## src/rtl/minterm_sweep.sv

```systemverilog
// minterm_sweep: streams every input vector of an N_IN-input truth table with its function value.
// Define MINTERM_SWEEP_COUNT_EN to build the ones_count counter; otherwise ones_count is tied to 0.
module minterm_sweep #(
   parameter int N_IN = 4
) (
   input  logic                 clk,
   input  logic                 rst_n,
   input  logic                 tt_load,
   input  logic [2**N_IN-1:0]   tt_data,
   input  logic                 start,
   input  logic                 gray_mode,
   input  logic                 abort,
   input  logic                 out_ready,
   output logic                 out_valid,
   output logic [N_IN-1:0]      out_vec,
   output logic                 out_f,
   output logic                 busy,
   output logic                 done,
   output logic [N_IN:0]        ones_count
);
   localparam int W = 1 << N_IN;
   typedef enum logic [1:0] {IDLE, RUN, DONE} state_t;
   state_t state_q, state_d;
   logic [W-1:0] tt_q, tt_d, tt_use;
   logic [N_IN-1:0] idx_q, idx_d, idx_nx, vec_nx, out_vec_q, out_vec_d;
   logic gray_q, gray_d, out_valid_q, out_valid_d, out_f_q, out_f_d;
   logic busy_q, busy_d, done_q, done_d, xfer, last;
   assign idx_nx = idx_q + 1'b1;
   assign vec_nx = gray_q ? idx_nx ^ (idx_nx >> 1) : idx_nx;
   assign xfer   = (state_q == RUN) && out_ready;
   assign last   = &idx_q;
   always_comb begin
      state_d     = state_q;
      tt_d        = tt_q;
      idx_d       = idx_q;
      gray_d      = gray_q;
      out_valid_d = out_valid_q;
      out_vec_d   = out_vec_q;
      out_f_d     = out_f_q;
      tt_use      = tt_load ? tt_data : tt_q;
      case (state_q)
         IDLE: begin
            tt_d = tt_use;
            if (start) begin
               state_d     = RUN;
               gray_d      = gray_mode;
               idx_d       = '0;
               out_valid_d = 1'b1;
               out_vec_d   = '0;
               out_f_d     = tt_use[0];
            end
         end
         RUN: begin
            // the final transfer leaves idx and the sample at the last vector
            if (xfer && !last) begin
               idx_d     = idx_nx;
               out_vec_d = vec_nx;
               out_f_d   = tt_q[vec_nx];
            end
            if (abort) begin
               state_d     = IDLE;
               out_valid_d = 1'b0;
            end else if (xfer && last) begin
               state_d     = DONE;
               out_valid_d = 1'b0;
            end
         end
         default: state_d = IDLE;
      endcase
      busy_d = state_d != IDLE;
      done_d = state_d == DONE;
   end
   always_ff @(posedge clk or negedge rst_n) begin
      if (!rst_n) begin
         state_q     <= IDLE;
         tt_q        <= '0;
         idx_q       <= '0;
         gray_q      <= 1'b0;
         out_valid_q <= 1'b0;
         out_vec_q   <= '0;
         out_f_q     <= 1'b0;
         busy_q      <= 1'b0;
         done_q      <= 1'b0;
      end else begin
         state_q     <= state_d;
         tt_q        <= tt_d;
         idx_q       <= idx_d;
         gray_q      <= gray_d;
         out_valid_q <= out_valid_d;
         out_vec_q   <= out_vec_d;
         out_f_q     <= out_f_d;
         busy_q      <= busy_d;
         done_q      <= done_d;
      end
   end
   assign out_valid = out_valid_q;
   assign out_vec   = out_vec_q;
   assign out_f     = out_f_q;
   assign busy      = busy_q;
   assign done      = done_q;
`ifdef MINTERM_SWEEP_COUNT_EN
   logic [N_IN:0] cnt_q, cnt_d;
   always_comb begin
      cnt_d = cnt_q;
      if (state_q == IDLE && start) cnt_d = '0;
      else if (xfer) cnt_d = cnt_q + (N_IN+1)'(out_f_q);
   end
   always_ff @(posedge clk or negedge rst_n) begin
      if (!rst_n) cnt_q <= '0;
      else cnt_q <= cnt_d;
   end
   assign ones_count = cnt_q;
`else
   assign ones_count = '0;
`endif
endmodule

```

## config.mk

```make
export PLATFORM = sky130hd
export DESIGN_NAME = minterm_sweep
export DESIGN_NICKNAME = d
export VERILOG_FILES = /design/src/rtl/minterm_sweep.sv
export SDC_FILE = /design/constraint.sdc
export NUM_CORES = 1
export LEC_CHECK = 0
export ABC_AREA = 0
export BUFFER_PORTS_ARGS = -buffer_cell sky130_fd_sc_hd__buf_2
export CELL_PAD_IN_SITES_DETAIL_PLACEMENT = 0
export CELL_PAD_IN_SITES_GLOBAL_PLACEMENT = 2
export CORE_MARGIN = 2
export CORE_UTILIZATION = 25
export DETAILED_ROUTE_END_ITERATION = 6
export PLACE_DENSITY_LB_ADDON = 0.1
export SLEW_MARGIN = 10
export SYNTH_ARGS = -nofsm -noshare
export SYNTH_HDL_FRONTEND = slang
export SYNTH_SLANG_ARGS = --single-unit
export TNS_END_PERCENT = 10
```

## constraint.sdc

```tcl
create_clock -name clk -period 6.5 [get_ports clk]
set_input_delay 0.975 -clock clk [delete_from_list [all_inputs] [get_ports clk]]
set_output_delay 0.975 -clock clk [all_outputs]
set_load 0.02 [all_outputs]
```

Word level (Yosys, flattened, before mapping)
Index checks and enable logic that the tools add are counted.
{ "totals": {"reg_bits": 31, "inputBits": 23, "out_inout_bits": 13, "elab_cells": 50} }
{ "op_classes": {"add_sub_neg": 1, "order_cmp": 1, "eq_ne": 5, "n_mux": 20, "bitwise": 1, "reduce_logical": 12} }
{ "ops": {"columns": ["op", "count"], "rows": [
  ["2-to-1 mux 4 bit", 4],
  ["one-hot mux 4 bit (2 select lines)", 2],
  ["2-to-1 mux 1 bit", 7],
  ["2-to-1 mux 2 bit", 3],
  ["AND reduction 3 bit", 2],
  ["< comparator 4 x 5 -> 1 bit, second input constant", 1],
  ["adder 4 x 1 -> 4 bit, second input constant", 1],
  ["binary-select mux 1 bit (select 4 bit)", 1],
  ["one-hot mux 1 bit (2 select lines)", 2],
  ["one-hot mux 2 bit (2 select lines)", 1],
  ["AND reduction 2 bit", 2],
  ["AND reduction 4 bit", 1],
  ["nonzero test 2 bit", 2],
  ["bitwise XOR 4 x 3 -> 4 bit", 1],
  ["logical AND 1 bit", 3],
  ["inequality test 3 x 2 -> 1 bit, second input constant", 1],
  ["== test 2 x 1 -> 1 bit, second input constant", 1],
  ["== test 2 bit, second input constant", 1],
  ["zero test 2 bit", 1],
  ["inequality test 2 x 1 -> 1 bit, second input constant", 1],
  ["inequality test 2 bit, second input constant", 1],
  ["zero test 1 bit", 1]
]} }

Depth between registers and ports, before layout
Gate-level depths: netlist of run 1.
{ "depth": {"depth_word": 7, "ltp_mapped": 8, "ltp_nobuf": 7} }

Worst setup path before layout of run 1
Ideal clock, no wire load.
{ "synth_path": {"path_kind": "reg2reg", "start": "reg idx_q[0]", "end": "reg out_f_q (netlist: out_f)", "setup_time_ns": 0.129, "arrival_time_ns": 2.172, "t_required_ns": 6.371, "setup_slack_ns": 4.199, "stages_incl_launch_ff": 9, "n_path_buf": 1, "period_less_slack_ns": 2.301, "cell_sequence": "dfrtp_1 ha_1 buf_6 xor2_2 nand2_2 xnor2_2 mux4_1 o22a_1 o41a_1"} }
{ "synth_via": {"elab_chain_cells": 7, "word_cells_on_any_way": 12, "cone_classes": "add/sub (1); eq/ne (1); mux (5); bitwise (1); reduce/logical (4)"} }
{ "synth_rtl": {"columns": ["item", "line", "rtl"], "rows": [
  ["from (decl)", "25", "logic [N_IN-1:0] idx_q, idx_d, idx_nx, vec_nx, out_vec_q, out_vec_d;"],
  ["from (signal assigned)", "87", "idx_q <= idx_d;"],
  ["adder 4 x 1 -> 4 bit", "28", "assign idx_nx = idx_q + 1'b1;"],
  ["bitwise XOR 4 x 3 -> 4 bit", "29", "assign vec_nx = gray_q ? idx_nx ^ (idx_nx >> 1) : idx_nx;"],
  ["2-to-1 mux 4 bit", "29", null],
  ["binary-select mux 1 bit (select 4 bit)", "58", "out_f_d = tt_q[vec_nx];"],
  ["2-to-1 mux 1 bit (not written as such)", "58", null],
  ["2-to-1 mux 1 bit", "55", "if (xfer && !last) begin"],
  ["one-hot mux 1 bit (2 select lines)", "41", "case (state_q)"],
  ["to (signal assigned)", "91", "out_f_q <= out_f_d;"],
  ["to (decl)", "26", "logic gray_q, gray_d, out_valid_q, out_valid_d, out_f_q, out_f_d;"]
]} }
Several ways; a longest one is shown, not always the timed one. The select of a mux whose other input is x is not followed.
A chain may end at the register's enable or synchronous reset.

Worst setup path in the final report of run 1
{ "layout_path": {"start": "reg gray_q", "end": "reg out_f_q (netlist: out_f)"} }
{ "layout_via": {"elab_chain_cells": 5} }
{ "layout_rtl": {"columns": ["item", "line", "rtl"], "rows": [
  ["from (decl)", "26", null],
  ["from (signal assigned)", "88", "gray_q <= gray_d;"],
  ["2-to-1 mux 4 bit", "29", null],
  ["binary-select mux 1 bit (select 4 bit)", "58", null],
  ["2-to-1 mux 1 bit (not written as such)", "58", null],
  ["2-to-1 mux 1 bit", "55", null],
  ["one-hot mux 1 bit (2 select lines)", "41", null]
]} }
No other way between the ends. The select of a mux whose other input is x is not followed.

==> results.sh, run 1 <==
export IMPL_fin_crit_ns=2.82
export IMPL_num_vias=1238
export IMPL_clk_latency_ns=0.27
export IMPL_power_density_mw_per_mm2=336
export IMPL_pwr_share_seq=0.416
export IMPL_layout_common_cells="dfrtp_1, buf_2, nand3_1, mux2_2"
export IMPL_setup_worst_path_start_class="flop"
export IMPL_met1_length_um=1800
export IMPL_power_net_switching_mw=0.226
export IMPL_reg2reg_from="gray_q$_DFFE_PN0P_"
export IMPL_rows=29
export IMPL_p_int_mw=0.415
export IMPL_die_width_um=85.3
export IMPL_wl_um=3750
export IMPL_ys_flop_type="dfrtp_1"
export IMPL_grt_pass1_wl_um=6290
export IMPL_seq_area_frac_synth=0.454
export IMPL_hold_buffers=0
export IMPL_skew_ns=0.00613
export IMPL_cp_data_arrival_time_ns=2.98
export IMPL_wl_met3_um=124
export IMPL_setup_tns_final_ns=0
export IMPL_start_util=0.259
export IMPL_routed_top_layer="met4"
export IMPL_cts_buffers=5
export IMPL_port_buffers=30
export IMPL_fin_util=0.299
export IMPL_cp_endpoint="out_f$_DFFE_PN0P_"
export IMPL_postCtsSetupBuffers=0
export IMPL_p_leak_nw=0.844
export IMPL_pwr_share_clk=0.227
export IMPL_drt_iter0_drc=34
export IMPL_power_frac_comb=0.357
export IMPL_cts_resized=0
export IMPL_synthArstFlopShare=1.00
export IMPL_synthDominantCellAreaShare=0.454
export IMPL_synth_area_mm2=0.00165
export IMPL_worstHoldPathType="reg -> reg"
export IMPL_critical_path_max_fanout=13
export IMPL_syn_to_final_growth_pct=15.7
export IMPL_synth_edf_count=0
export IMPL_drive_gt1_frac=0.285
export IMPL_drv_cap=0
export IMPL_grt_pass1_vias=1232
export IMPL_diodes=0
export IMPL_antenna_found_initial=0
export IMPL_cp_required_ns=6.66
export IMPL_pre_cts_ws_ns=3.66
export IMPL_fillerInstances=681
export IMPL_p_sw_frac=0.352
export IMPL_worst_slew_pin_slew_ns=0.905
export IMPL_period_share=0.434
export IMPL_fmax_mhz=355
export IMPL_crit_chain="mux2i_1, mux4_1, o22a_1, o41a_1"
export IMPL_ioPinCount=36
export IMPL_r2r_setup_slack_ns=3.68
export IMPL_seq_area_um2=751
export IMPL_avgRoutedWirePerCell_um=14.7
export IMPL_cts_root_buf="clkbuf_8"
export IMPL_die_h_um=85.3
export IMPL_cp_depth=4
export IMPL_cts_tree="built"
export IMPL_vias_per_cell=4.84
export IMPL_ir_drop_mv=0.115
export IMPL_crit_path_top_delay_cell="mux2i_1"
export IMPL_cp_top_family="multiplexers"
export IMPL_grt_max_degree=31
export IMPL_grt_overflow=0
export IMPL_synth_avg_cell_area_um2=10.8
export IMPL_report_final_slew_viol_count=0
export IMPL_status="finished clean"
export IMPL_layout_nets=204
export IMPL_crit_path_end_kind="flop"
export IMPL_synth_area_leader_cell="dfrtp_1"
export IMPL_reg2regPathDepth=4
export IMPL_h_tree_depth=2
export IMPL_synth_distinct_cells=45
export IMPL_synth_warning_count=0
export IMPL_synthCells=153
export IMPL_synthTopCellsByArea="dfrtp_1, mux2_2, mux2_1, nand3_1, buf_4"
export IMPL_gp_congestion=0.752
export IMPL_crit_type="reg -> reg"
export IMPL_die_area_mm2=0.00728
export IMPL_rr_endpoint="out_f$_DFFE_PN0P_"
export IMPL_grt_usage=0.112
export IMPL_critPathMaxStageDelay_ns=0.81
export IMPL_path_clk_slew_ns=0.06
export IMPL_synth_seq_cells=30
export IMPL_cts_sinks=30
export IMPL_ant_nets=0
export IMPL_multiInputGateArea_um2=817
export IMPL_drc_errors=0
export IMPL_timing_slew_headroom=0.379
export IMPL_setup_ws_ns=3.68
export IMPL_dp_hpwl_um=2860
export IMPL_cp_startpoint="gray_q$_DFFE_PN0P_"
export IMPL_final_hold_viol_count=0
export IMPL_dr_pass1_iters=4
export IMPL_finalSetupViolations=0
export IMPL_met2_length_um=1780
export IMPL_cts_buffer_depth=2
export IMPL_placeableCoreArea_mm2=0.00639
export IMPL_path_buf_inv=0
export IMPL_rsz0062_at_grt="false"
## area by class of cell
cell class | count | area share
Timing Repair Buffer | 30 | 0.0785
Inverter | 4 | 0.00785
Multi-Input combinational cell | 109 | 0.427
Clock buffer | 6 | 0.0432
Sequential cell | 30 | 0.393
Tap cell | 77 | 0.0504
## synth_stat cells (all sizes together), types with 2 or more instances
master   n
mux2i    4
a22oi    2
and3     2
nor3b    2
xor2     3
inv      4
mux4     2
dfrtp   30
buf      9
nand3   11
clkbuf   5
o221ai   2
o21ai   10
nor2b    3
nand2    7
nand2b   2
mux2    18
xnor2    3
nor2     7
nor3     6
a21oi    4
nor4     2
## metrics by stage
step	cell area [um^2]	instances	hold slack [ns]	total power, mW
2_1_floorplan	1670	157	0.449	0.441
3_3_place_gp	1830	250	0.476	0.495
3_5_place_dp	1830	250	0.475	0.504
4_1_cts	1910	256	0.489	0.654
5_1_grt	1910	256	0.508	0.689
6_report	1910	256	0.485	0.642
## cell families (layout without fill, tap and decap cells)
logic type	after synthesis	count (layout)	synth area share
flip-flops	30	30	0.454
AND/OR/NAND/NOR	45	45	0.143
buffers and inverters	18	40	0.0606
other	1	5	0.00227
XOR/XNOR	6	6	0.0409
multiplexers	24	24	0.176
AO/OA/AOI/OAI	28	28	0.115
adder cells (fa/ha/maj)	1	1	0.00757
## per-layer routing
layer  GRT usage  vias to the layer above
met5           0                        -
met4      0.0390                        0
met3      0.0292                        6
met2       0.178                       23
met1       0.148                      607
li1            -                      602
## sequential cells by signal, indices dropped and copies added (netlist names)
register	cells
idx_q	4
state_q	2
out_f	1
out_valid	1
busy	1
gray_q	1
out_vec	3
done	1
tt_q	16
## how the worst min path moves through the flow
stage	start	endpoint	slack [ns]	cells past startpoint
2_1_floorplan	tt_q[11]$_DFFE_PN0P_	tt_q[11]$_DFFE_PN0P_	0.45	1
3_3_place_gp	tt_q[5]$_DFFE_PN0P_	tt_q[5]$_DFFE_PN0P_	0.48	1
3_5_place_dp	tt_q[5]$_DFFE_PN0P_	tt_q[5]$_DFFE_PN0P_	0.47	1
4_1_cts	tt_q[5]$_DFFE_PN0P_	tt_q[5]$_DFFE_PN0P_	0.49	1
5_1_grt	tt_q[4]$_DFFE_PN0P_	tt_q[4]$_DFFE_PN0P_	0.51	1
6_report	tt_q[5]$_DFFE_PN0P_	tt_q[5]$_DFFE_PN0P_	0.48	1
## power groups by stage
stage	registers [mW]	clock network [mW]	logic, mW
after floorplan	0.268	0	0.173
after global placement	0.272	0	0.223
after detailed placement	0.272	0	0.232
after CTS	0.269	0.152	0.233
after global routing	0.274	0.161	0.255
final	0.267	0.145	0.229
## worst reg2reg max path: stages, from the launching register on
cell and delay [ns]:
dfrtp_1 0.60, mux2i_1 0.82, mux4_1 0.67, o22a_1 0.21
o41a_1 0.40
(Power assumes the default switching activity.)
==> inputs of run 2 (changes only) <==
clock period = 2.8 ns   (was 6.5 ns; I/O delays follow)
==> results.sh, run 2 (synthesis results as in run 1) <==
export IMPL_status="finished clean"
export IMPL_power_density_mw_per_mm2=797
export IMPL_largest_register_ff_count=16
export IMPL_finalSetupViolations=0
export IMPL_grt_pass1_vias=1269
export IMPL_fin_util=0.308
export IMPL_crit_type="reg -> reg"
export IMPL_rows=29
export IMPL_dp_hpwl_um=2930
export IMPL_vias_per_cell=4.78
export IMPL_dp_cells=254
export IMPL_port_buffers=30
export IMPL_wl_um=3790
export IMPL_cts_buffers=5
export IMPL_ir_drop_mv=0.232
export IMPL_fmax_mhz=390
export IMPL_diodes=0
export IMPL_cp_required_ns=2.96
export IMPL_setup_tns_final_ns=0
export IMPL_reg2reg_from="idx_q[0]$_DFFE_PN0P_"
export IMPL_grt_pass1_wl_um=6420
export IMPL_grt_overflow=0
export IMPL_drv_cap=0
export IMPL_die_h_um=85.3
export IMPL_clk_latency_ns=0.27
export IMPL_die_width_um=85.3
export IMPL_grt_max_degree=31
export IMPL_h_tree_depth=2
export IMPL_period_share=0.915
export IMPL_num_vias=1252
export IMPL_cp_startpoint="idx_q[0]$_DFFE_PN0P_"
export IMPL_crit_path_top_delay_cell="dfrtp_1"
export IMPL_die_area_mm2=0.00728
export IMPL_cts_sinks=30
export IMPL_crit_path_end_kind="flop"
export IMPL_skew_ns=0.00212
export IMPL_crit_chain="ha_1, xor2_2, nand2_2, xnor2_2, mux4_1, o22a_1, o41a_1"
export IMPL_fin_crit_ns=2.56
export IMPL_syn_to_final_growth_pct=19.2
export IMPL_cts_resized=0
export IMPL_ant_nets=0
export IMPL_path_clk_slew_ns=0.06
export IMPL_gp_congestion=0.720
export IMPL_drt_iter0_drc=68
export IMPL_final_hold_viol_count=0
export IMPL_critPathMaxStageDelay_ns=0.45
export IMPL_avgRoutedWirePerCell_um=14.5
export IMPL_fin_area_mm2=0.00197
export IMPL_grt_usage=0.113
export IMPL_worstHoldPathType="in -> async"
export IMPL_top_register="tt_q"
export IMPL_worst_slew_pin_slew_ns=0.696
export IMPL_p_leak_nw=0.878
export IMPL_drive_gt1_frac=0.308
export IMPL_rsz0062_at_grt="false"
export IMPL_critical_path_max_fanout=8
export IMPL_place_area_mm2=0.00186
export IMPL_cts_buffer_depth=2
export IMPL_cts_root_buf="clkbuf_8"
export IMPL_layout_nets=208
export IMPL_antenna_found_initial=0
export IMPL_dr_pass1_iters=4
export IMPL_setup_worst_path_start_class="flop"
export IMPL_cts_tree="built"
export IMPL_fin_cells=262
export IMPL_p_total_mw=1.57
export IMPL_timing_slew_headroom=0.536
export IMPL_start_util=0.259
export IMPL_layout_common_cells="dfrtp_1, buf_2, nand3_1, mux2_2, clkbuf_8"
export IMPL_postCtsSetupBuffers=0
export IMPL_report_final_slew_viol_count=0
export IMPL_ioPinCount=36
export IMPL_drc_errors=0
export IMPL_cp_data_arrival_time_ns=2.72
export IMPL_hold_buffers=0
export IMPL_placeableCoreArea_mm2=0.00639
==> run 2: metrics by stage <==
stage	hold WS, ns	worst slack [ns]
5_1_grt	0.248	0.0477
6_report	0.188	0.238
4_1_cts	0.217	0.213
2_1_floorplan	0.124	0.499
3_5_place_dp	0.485	0.241
3_3_place_gp	0.481	0.295
==> run 2: where the power goes <==
| part | leakage, nW | internal (mW) | switching (mW) |
|---|---|---|---|
| logic | 0.453 | 0.262 | 0.300 |
| clock network | 0.0575 | 0.248 | 0.155 |
| registers | 0.368 | 0.529 | 0.0754 |
==> run 2: cell type report <==
| class | instances | area (um^2) |
|---|---|---|
| Inverter | 4 | 15.0 |
| Tap cell | 77 | 96.3 |
| Clock buffer | 8 | 110 |
| Sequential cell | 30 | 751 |
| Multi-Input combinational cell | 109 | 817 |
| Timing Repair Buffer | 34 | 180 |
| Fill cell | 694 | 4420 |
==> run 2: worst max-delay path, delay by kind of cell (launching register included) <==
family / cells / cell delay [ns]
and+or+nand+nor: 1 / 0.12
muxes: 1 / 0.36
xor gates and xnor gates: 2 / 0.49
DFF: 1 / 0.45
adders and majority gates: 1 / 0.42
AOI/OAI and AO/OA: 2 / 0.61
==> run 2: final timing paths <==
check | to | slack, ns | cells past startpoint
worst max-delay path | out_f$_DFFE_PN0P_ | 0.24 | 7
max in group asynchronous | tt_q[8]$_DFFE_PN0P_ | 2.16 | 1
worst min register to register | tt_q[5]$_DFFE_PN0P_ | 0.50 | 1
worst max register to register | out_f$_DFFE_PN0P_ | 0.24 | 7
min in group clk | tt_q[5]$_DFFE_PN0P_ | 0.36 | 2
worst min-delay path | tt_q[0]$_DFFE_PN0P_ | 0.19 | 1
==> run 2: per-layer routing <==
metal | vias to the layer above | global-route usage | share of wire
met3 | 5 | 0.0302 | 0.045
met4 | 0 | 0.0346 | 0.013
li1 | 604 | - | -
met2 | 34 | 0.176 | 0.47
met5 | - | 0 | 0
met1 | 609 | 0.153 | 0.47
==> inputs of run 3 (changes only) <==
PLACE_DENSITY = 0.68   (was default)
PLACE_DENSITY_LB_ADDON = default   (was 0.1)
==> results.sh, run 3 (synthesis results as in run 1) <==
export IMPL_syn_to_final_growth_pct=18.6
export IMPL_cts_root_buf="clkbuf_8"
export IMPL_die_area_mm2=0.00728
export IMPL_drc_errors=0
export IMPL_die_width_um=85.3
export IMPL_h_tree_depth=2
export IMPL_diodes=0
export IMPL_r2r_setup_slack_ns=0.32
export IMPL_vias_per_cell=4.78
export IMPL_largest_register_ff_count=16
export IMPL_placeableCoreArea_mm2=0.00639
export IMPL_ioPinCount=36
export IMPL_path_clk_slew_ns=0.06
export IMPL_port_buffers=30
export IMPL_grt_pass1_vias=1224
export IMPL_grt_usage=0.105
export IMPL_hold_buffers=0
export IMPL_start_util=0.259
export IMPL_status="finished clean"
export IMPL_dp_cells=253
export IMPL_ant_nets=0
export IMPL_die_h_um=85.3
export IMPL_layout_common_cells="dfrtp_1, buf_2, nand3_1, mux2_2"
export IMPL_layout_nets=207
export IMPL_seq_area_um2=751
export IMPL_fin_crit_ns=2.48
export IMPL_report_final_slew_viol_count=0
export IMPL_fin_cells=261
export IMPL_fillerInstances=684
export IMPL_cts_resized=0
export IMPL_cp_data_arrival_time_ns=2.64
export IMPL_fmax_mhz=404
export IMPL_rsz0062_at_grt="false"
export IMPL_cp_startpoint="idx_q[0]$_DFFE_PN0P_"
export IMPL_postCtsSetupBuffers=0
export IMPL_worstHoldPathType="in -> async"
export IMPL_dr_pass1_iters=4
export IMPL_multiInputGateArea_um2=817
export IMPL_cp_required_ns=2.96
export IMPL_final_hold_viol_count=0
export IMPL_reg2reg_from="idx_q[0]$_DFFE_PN0P_"
export IMPL_ir_drop_mv=0.345
export IMPL_setup_worst_path_start_class="flop"
export IMPL_clk_latency_ns=0.28
export IMPL_worst_slew_pin_slew_ns=0.707
export IMPL_cts_tree="built"
export IMPL_dp_hpwl_um=2760
export IMPL_setup_tns_final_ns=0
export IMPL_period_share=0.885
export IMPL_drt_iter0_drc=68
export IMPL_crit_path_end_kind="flop"
export IMPL_drive_gt1_frac=0.304
export IMPL_cts_buffers=5
export IMPL_rows=29
export IMPL_power_density_mw_per_mm2=816
export IMPL_crit_type="reg -> reg"
export IMPL_reg2regPathDepth=7
export IMPL_antenna_found_initial=0
export IMPL_cts_sinks=30
export IMPL_grt_pass1_wl_um=6050
export IMPL_cts_buffer_depth=2
export IMPL_rr_endpoint="out_f$_DFFE_PN0P_"
export IMPL_avgRoutedWirePerCell_um=13.8
export IMPL_p_leak_nw=0.873
export IMPL_gp_congestion=0.757
export IMPL_grt_overflow=0
export IMPL_top_register="tt_q"
export IMPL_wl_um=3600
export IMPL_num_vias=1248
export IMPL_critical_path_max_fanout=8
export IMPL_timing_slew_headroom=0.529
export IMPL_skew_ns=0.00197
export IMPL_grt_max_degree=31
export IMPL_drv_cap=0
export IMPL_finalSetupViolations=0
## run 3: cell types whose count changed in the layout (fill, tap and decap cells not counted)
cell / before / now
clkbuf_8: 8 / 5
clkinv_2: 0 / 2
buf_4: 4 / 3
bufinv_16: 0 / 1
## run 3: cell type report
cell class	instances	share of cell area
sequential	30	0.383
clock inverter	3	0.0204
tap	77	0.0491
inverter	4	0.00766
timing repair buffer	33	0.0881
clock buffer	5	0.0351
multi-input combinational	109	0.417
## run 3: critical path: stages (launching register included)
cell,delay (ns)
dfrtp_1,0.44
ha_1,0.40
xor2_2,0.21
nand2_2,0.12
xnor2_2,0.23
mux4_1,0.32
o22a_1,0.22
o41a_1,0.42
## run 3: layer usage
layer	up-vias	routed length [um]	GRT usage
li1	610	-	-
met1	612	1800	0.147
met2	21	1630	0.160
met3	5	138	0.0302
met4	0	26	0.0303
met5	-	0	0
## run 3: metrics by stage
| stage | power (mW) | cell area (um^2) | util | hold slack [ns] | worst slack (ns) |
|---|---|---|---|---|---|
| final | 1.60 | 1960 | 0.307 | 0.179 | 0.322 |
| after global routing | 1.71 | 1960 | 0.307 | 0.231 | 0.158 |
| after CTS | 1.62 | 1960 | 0.307 | 0.208 | 0.298 |
| after detailed placement | 1.19 | 1850 | 0.290 | 0.469 | 0.305 |
| after global placement | 1.18 | 1850 | 0.290 | 0.463 | 0.392 |
| after floorplan | 1.02 | 1670 | - | 0.124 | 0.499 |
## run 3: worst max path at each step
stage / to / slack (ns)
after floorplan: out_f$_DFFE_PN0P_ / 0.50
after global placement: out_f$_DFFE_PN0P_ / 0.39
after detailed placement: out_f$_DFFE_PN0P_ / 0.30
after CTS: out_f$_DFFE_PN0P_ / 0.30
after global routing: out_f$_DFFE_PN0P_ / 0.16
final: out_f$_DFFE_PN0P_ / 0.32
## run 3: power by group
group | switching [mW] | internal, mW
Clock | 0.164 | 0.261
Combinational | 0.297 | 0.271
Sequential | 0.0786 | 0.529
Total | 0.539 | 1.06
